--- config.mk ---
export PLATFORM = sky130hd
export DESIGN_NAME = arbitro_rr16_32bits
export DESIGN_NICKNAME = d
export VERILOG_FILES = /design/src/rtl/arbitro_pkg.sv /design/src/rtl/rr_pick16.sv /design/src/rtl/arbitro_rr16_32bits.sv
export SDC_FILE = /design/constraint.sdc
export NUM_CORES = 1
export LEC_CHECK = 0
export CAP_MARGIN = 20
export CORE_AREA = 2 2 234 236
export CTS_CLUSTER_SIZE = 28
export DETAILED_ROUTE_END_ITERATION = 8
export DIE_AREA = 0 0 236 238
export GPL_TIMING_DRIVEN = 1
export PLACE_DENSITY = 0.38
export SYNTH_ARGS = -nofsm -noshare
export SYNTH_HDL_FRONTEND = slang
export SYNTH_SLANG_ARGS = --single-unit
--- constraint.sdc ---
create_clock -name clk -period 10.53 [get_ports clk]
set_input_delay 2.6325 -clock clk [delete_from_list [all_inputs] [get_ports clk]]
set_output_delay 2.6325 -clock clk [all_outputs]
set_load 0.02 [all_outputs]
--- src/rtl/arbitro_pkg.sv ---
// Shared constants and state type for the 16-way round-robin arbiter.
package arbitro_pkg;

  localparam int unsigned NUM_REQ = 16;
  localparam int unsigned SEL_W   = 4;

  typedef enum logic {IDLE, BUSY} arb_state_t;

endpackage

--- src/rtl/rr_pick16.sv ---
// Combinational round-robin pick: first set request at or after ptr, wrapping past 15.
module rr_pick16
  import arbitro_pkg::*;
(
  input  logic [NUM_REQ-1:0] req,
  input  logic [SEL_W-1:0]   ptr,
  output logic               found,
  output logic [SEL_W-1:0]   idx
);

  logic [SEL_W-1:0] cand;

  // Scan from the farthest offset down so the nearest hit to ptr wins.
  always_comb begin
    found = 1'b0;
    idx   = ptr;
    cand  = ptr;
    for (int k = NUM_REQ - 1; k >= 0; k--) begin
      cand = ptr + SEL_W'(k);
      if (req[cand]) begin
        found = 1'b1;
        idx   = cand;
      end
    end
  end

endmodule

--- src/rtl/arbitro_rr16_32bits.sv ---
// Round-robin arbiter: grants one of 16 requesters for up to MAX_BEATS words and pushes
// the accepted words through a registered valid/ready output stage.
module arbitro_rr16_32bits
  import arbitro_pkg::*;
#(
  parameter int unsigned WIDTH     = 32,
  parameter int unsigned MAX_BEATS = 4
) (
  input  logic                     clk,
  input  logic                     reset,
  input  logic [NUM_REQ-1:0]       req,
  input  logic [NUM_REQ*WIDTH-1:0] data_in,
  output logic [NUM_REQ-1:0]       ack,
  output logic [NUM_REQ-1:0]       gnt,
  output logic [SEL_W-1:0]         sel,
  output logic                     busy,
  output logic                     out_valid,
  output logic [WIDTH-1:0]         out_data,
  input  logic                     out_ready
);

  localparam int unsigned CntW = $clog2(MAX_BEATS + 1);
  localparam logic [CntW-1:0] LastBeat = CntW'(MAX_BEATS - 1);

  arb_state_t       state_q;
  logic [SEL_W-1:0] ptr_q;
  logic [CntW-1:0]  beat_cnt_q;

  logic             found;
  logic [SEL_W-1:0] winner;
  logic             slot_free;
  logic             accept;
  logic             release_grant;
  logic [WIDTH-1:0] sel_word;

  rr_pick16 u_pick (
    .req   (req),
    .ptr   (ptr_q),
    .found (found),
    .idx   (winner)
  );

  assign busy          = (state_q == BUSY);
  assign slot_free     = !out_valid || out_ready;
  assign accept        = busy && req[sel] && slot_free;
  assign release_grant = busy && (!req[sel] || (accept && (beat_cnt_q == LastBeat)));

  always_comb begin
    ack      = '0;
    ack[sel] = accept;
  end

  always_comb begin
    sel_word = '0;
    case (sel)
      4'd0:  sel_word = data_in[0*WIDTH +: WIDTH];
      4'd1:  sel_word = data_in[1*WIDTH +: WIDTH];
      4'd2:  sel_word = data_in[2*WIDTH +: WIDTH];
      4'd3:  sel_word = data_in[3*WIDTH +: WIDTH];
      4'd4:  sel_word = data_in[4*WIDTH +: WIDTH];
      4'd5:  sel_word = data_in[5*WIDTH +: WIDTH];
      4'd6:  sel_word = data_in[6*WIDTH +: WIDTH];
      4'd7:  sel_word = data_in[7*WIDTH +: WIDTH];
      4'd8:  sel_word = data_in[8*WIDTH +: WIDTH];
      4'd9:  sel_word = data_in[9*WIDTH +: WIDTH];
      4'd10: sel_word = data_in[10*WIDTH +: WIDTH];
      4'd11: sel_word = data_in[11*WIDTH +: WIDTH];
      4'd12: sel_word = data_in[12*WIDTH +: WIDTH];
      4'd13: sel_word = data_in[13*WIDTH +: WIDTH];
      4'd14: sel_word = data_in[14*WIDTH +: WIDTH];
      4'd15: sel_word = data_in[15*WIDTH +: WIDTH];
      default: sel_word = '0;
    endcase
  end

  always_ff @(posedge clk) begin
    if (reset) begin
      state_q    <= IDLE;
      ptr_q      <= '0;
      sel        <= '0;
      gnt        <= '0;
      beat_cnt_q <= '0;
    end else begin
      unique case (state_q)
        IDLE: begin
          if (found) begin
            state_q    <= BUSY;
            sel        <= winner;
            gnt        <= NUM_REQ'(1) << winner;
            beat_cnt_q <= '0;
          end
        end
        BUSY: begin
          if (accept) beat_cnt_q <= beat_cnt_q + CntW'(1);
          // Pointer moves past the released owner so it queues behind everyone else.
          if (release_grant) begin
            state_q <= IDLE;
            gnt     <= '0;
            ptr_q   <= sel + SEL_W'(1);
          end
        end
      endcase
    end
  end

  // Output register drains regardless of arbiter state.
  always_ff @(posedge clk) begin
    if (reset) begin
      out_valid <= 1'b0;
      out_data  <= '0;
    end else if (accept) begin
      out_valid <= 1'b1;
      out_data  <= sel_word;
    end else if (out_valid && out_ready) begin
      out_valid <= 1'b0;
    end
  end

endmodule
==> key figures <==
Setup path
  – R2r worst-path depth: 11
  – Max incr delay on CP: roughly 610 ps
  – Critical Path RT: slightly below 8000 ps
  – Startpoint types: input pin
  – WP buf/inv: 3
  – Worst R2R End: gnt[3]
  – CP Capture Type: output pin
  – Critical path class: input pin to output pin
  – R2R Setup Slk: between 4000 and 5000 ps
  – Worst endpoint data arrival time: just under 6000 ps
  – Max stage delay cell, worst path: clkdlybuf4s50_1
  – Delay-heaviest family, CP: buffers and inverters
  – Worst reg2reg startpoint: ptr_q[1]
  – Max FO, Critical Path: 47
  – Worst-path cell chain: clkdlybuf4s50_1 > mux4_2 > mux4_2 > and3_2 > buf_4 > and3_1 > clkdlybuf4s50_1

Floorplanning
  – Starting Density: 0.142
  – Die area: 56200 um2
  – Die Wd: between 200 and 250 um
  – Core Area: about 53000 um2
  – IO Pins: 601
  – Rows: between 80 and 90
  – DIE HEIGHT: about 240 um

Power and ir drop
  – Int Pwr: approximately 0.0013 W
  – Share of power burned in registers: 0.121
  – Switch Pwr: ~0.0015 W
  – Comb pwr share: 0.775
  – Switching share of power: 0.526
  – Power, Total: between 0.002 and 0.003 W
  – Pwr per Cell Area: between 150 and 200 nW/um2
  – Clock power frac: 0.104
  – Peak supply drop: between 0.09 and 0.1 mV
  – Leak: about 5 nW

Synthesis
  – Async SR Flop Fraction: 0
  – Top_reg_cell synth: dfxtp_1
  – Synth unique cells: 74
  – Ranking of synthesized cells by area: dfxtp_1, a22oi_1, mux4_2, a21oi_1, mux2i_1
  – Yosys warns: 0
  – Yosys top cell area share: 0.160
  – Synth top cells by count: a22oi_1, a21oi_1, clkbuf_1, nor2_1, dfxtp_1
  – Area leader, netlist: dfxtp_1
  – Number of flops mapped to enable cells by yosys: 0
  – Post-synthesis register bit count: 61
  – Net Count, Synth: around 1500
  – Most frequent cell after synthesis: a22oi_1
  – Post-Synthesis Cells: between 900 and 1000
  – Seq/Total Area, Yosys: 0.160
  – Post-Syn Area per Cell: 8.08 um2
  – Mapped Area: 7620 um2

Drt
  – 1st-iter DRT viols: slightly below 1000
  – Antenna violation net count after detailed routing: 0
  – DRC Markers: 0
  – Vias: 11400
  – 1st-pass router iterations: 6
  – Avg Vias per Cell: 5.11
  – Routed wire length: just under 80000 um
  – Drt wl/cell: roughly 35 um

Min path
  – Hold Path Stages: 2
  – Hold path start: gnt[7]
  – Hold WC Path Type: register to register
  – Hold Path End: gnt[7]

Final layout
  – Layout cell share with drive strength beyond 1: 0.0969
  – Layout net count: approximately 2000
  – FILL cells: between 5000 and 6000
  – Area Growth Syn to Fin: 94.2%
  – Fin area: 14800 um2
  – Final core utilization: 0.277

Global routing
  – Largest net degree at the start of global routing: 48
  – Number of global-route vias before repair: between 10000 and 15000
  – Overflow after GRT: 0
  – GRT Total Usage: 0.270
  – Initial antenna violation count: 67
  – First-pass GRT wire length: 103000 um

Clock tree
  – CTS buffer count: 9
  – Post-CTS sizing: 0
  – Number of setup buffers added after CTS: 0
  – Max Buffers Root-to-Sink: 2
  – CTS tree: done
  – Hold_buf cts: 0
  – H-tree depth: 3
  – Clock slew at reported path FFs: around 60 ps
  – Num Clock Sinks: slightly above 60
  – Worst-Skew Late Latency: approximately 350 ps
  – Root Buffer: clkbuf_16

STA
  – RSZ-0062 raised after global routing: no
  – Period utilization: 0.799
  – Period minus WS final: 8420 ps
  – Final hold vios: 0
  – Slew Viols, Final: 0
  – FMAX: 119 MHz
  – Final-report setup violation count: 0
  – Worst rel slew slack: 0.161
  – Setup WS post-layout: 2110 ps
  – Max Clock Skew: around 9.6 ps
  – Worst Tran Pin Value: around 1300 ps
  – Setup TNS Final: 0 ps

Placed design
  – Port bufs: 600
  – Placed Instance Area: around 14000 um2
  – Pre-CTS WS: approximately 2100 ps
  – Dpl hpwl: between 60000 and 70000 um
  – Placer congestion estimate: 0.958

Job
  – Max-Cap Viols: 0

Status
  – Status: finished, final reports clean
[final cells by class]
cell class / instances / area [um2] / area share
inverters: 14 / 53.8 / 0.00363
clock inverters: 7 / 51.3 / 0.00347
clock buffers: 9 / 225 / 0.0152
multi-input cells: 777 / 6010 / 0.406
diodes: 28 / 70.1 / 0.00473
repair buffers: 638 / 6300 / 0.425
flip-flops and latches: 61 / 1220 / 0.0826
well taps: 696 / 871 / 0.0588
[per-stage QoR]
step | hold slack, ps | cells
detailed placement | 450 | 2185
floorplan | 465 | 943
finish | 455 | 2230
global route | 494 | 2215
CTS | 462 | 2201
global placement | 444 | 2185
[worst register-to-register path: stages, from the launching register on]
cell	delay, ps
dfxtp_2	860
clkinv_1	630
ha_1	1000
mux4_2	530
mux2i_1	430
mux2i_1	390
nand4b_1	340
nor4_1	350
a21oi_1	110
buf_4	210
nor3_4	560
a22o_1	240
[cells by family after synthesis]
group,after synthesis,synth area share
DFF,61,0.160
adders and majority gates,13,0.0213
xor gates and xnor gates,14,0.0195
buffers and inverters,105,0.0561
and+or+nand+nor,249,0.161
muxes,88,0.180
AOI/OAI and AO/OA,413,0.402
[power by group through the flow]
| stage | registers, W | logic [W] | clock network (W) |
|---|---|---|---|
| floorplan | 0.000395 | 0.00113 | 0 |
| global placement | 0.000343 | 0.00218 | 0 |
| detailed placement | 0.000344 | 0.00217 | 0 |
| CTS | 0.000339 | 0.00218 | 0.000300 |
| global route | 0.000347 | 0.00231 | 0.000309 |
| finish | 0.000338 | 0.00217 | 0.000290 |
[cells in the final DEF (no fill, tap or decap), types with 28 or more instances in the layout]
cell type / instances
a21oi_1: 76
a22oi_1: 159
buf_4: 37
clkdlybuf4s50_1: 599
dfxtp_1: 60
diode_2: 28
mux2i_1: 30
mux4_2: 36
nand2_1: 56
nor2_1: 69
[worst max path at each step]
stage / cells past startpoint / start / endpoint
after detailed placement: 7 / req[2] / ack[0]
after floorplan: 6 / req[15] / ack[0]
final: 7 / req[4] / ack[0]
after global routing: 7 / req[2] / ack[0]
after CTS: 7 / req[1] / ack[0]
after global placement: 7 / req[1] / ack[0]
[sequential cells by signal, summed over array words and instances, names as in the netlist]
| register | cells |
|---|---|
| out_data | 32 |
| gnt | 16 |
| ptr_q | 4 |
| sel | 4 |
| beat_cnt_q | 3 |
| busy | 1 |
| out_valid | 1 |
[per-layer routing]
| layer | part of all wire | up-vias | GRT usage |
|---|---|---|---|
| met3 | 0.097 | 132 | 0.0983 |
| met5 | 0.0032 | - | 0 |
| met1 | 0.39 | 5643 | 0.312 |
| met4 | 0.031 | 40 | 0.0820 |
| li1 | - | 4999 | - |
| met2 | 0.48 | 573 | 0.463 |
(Power assumes the default switching activity.)
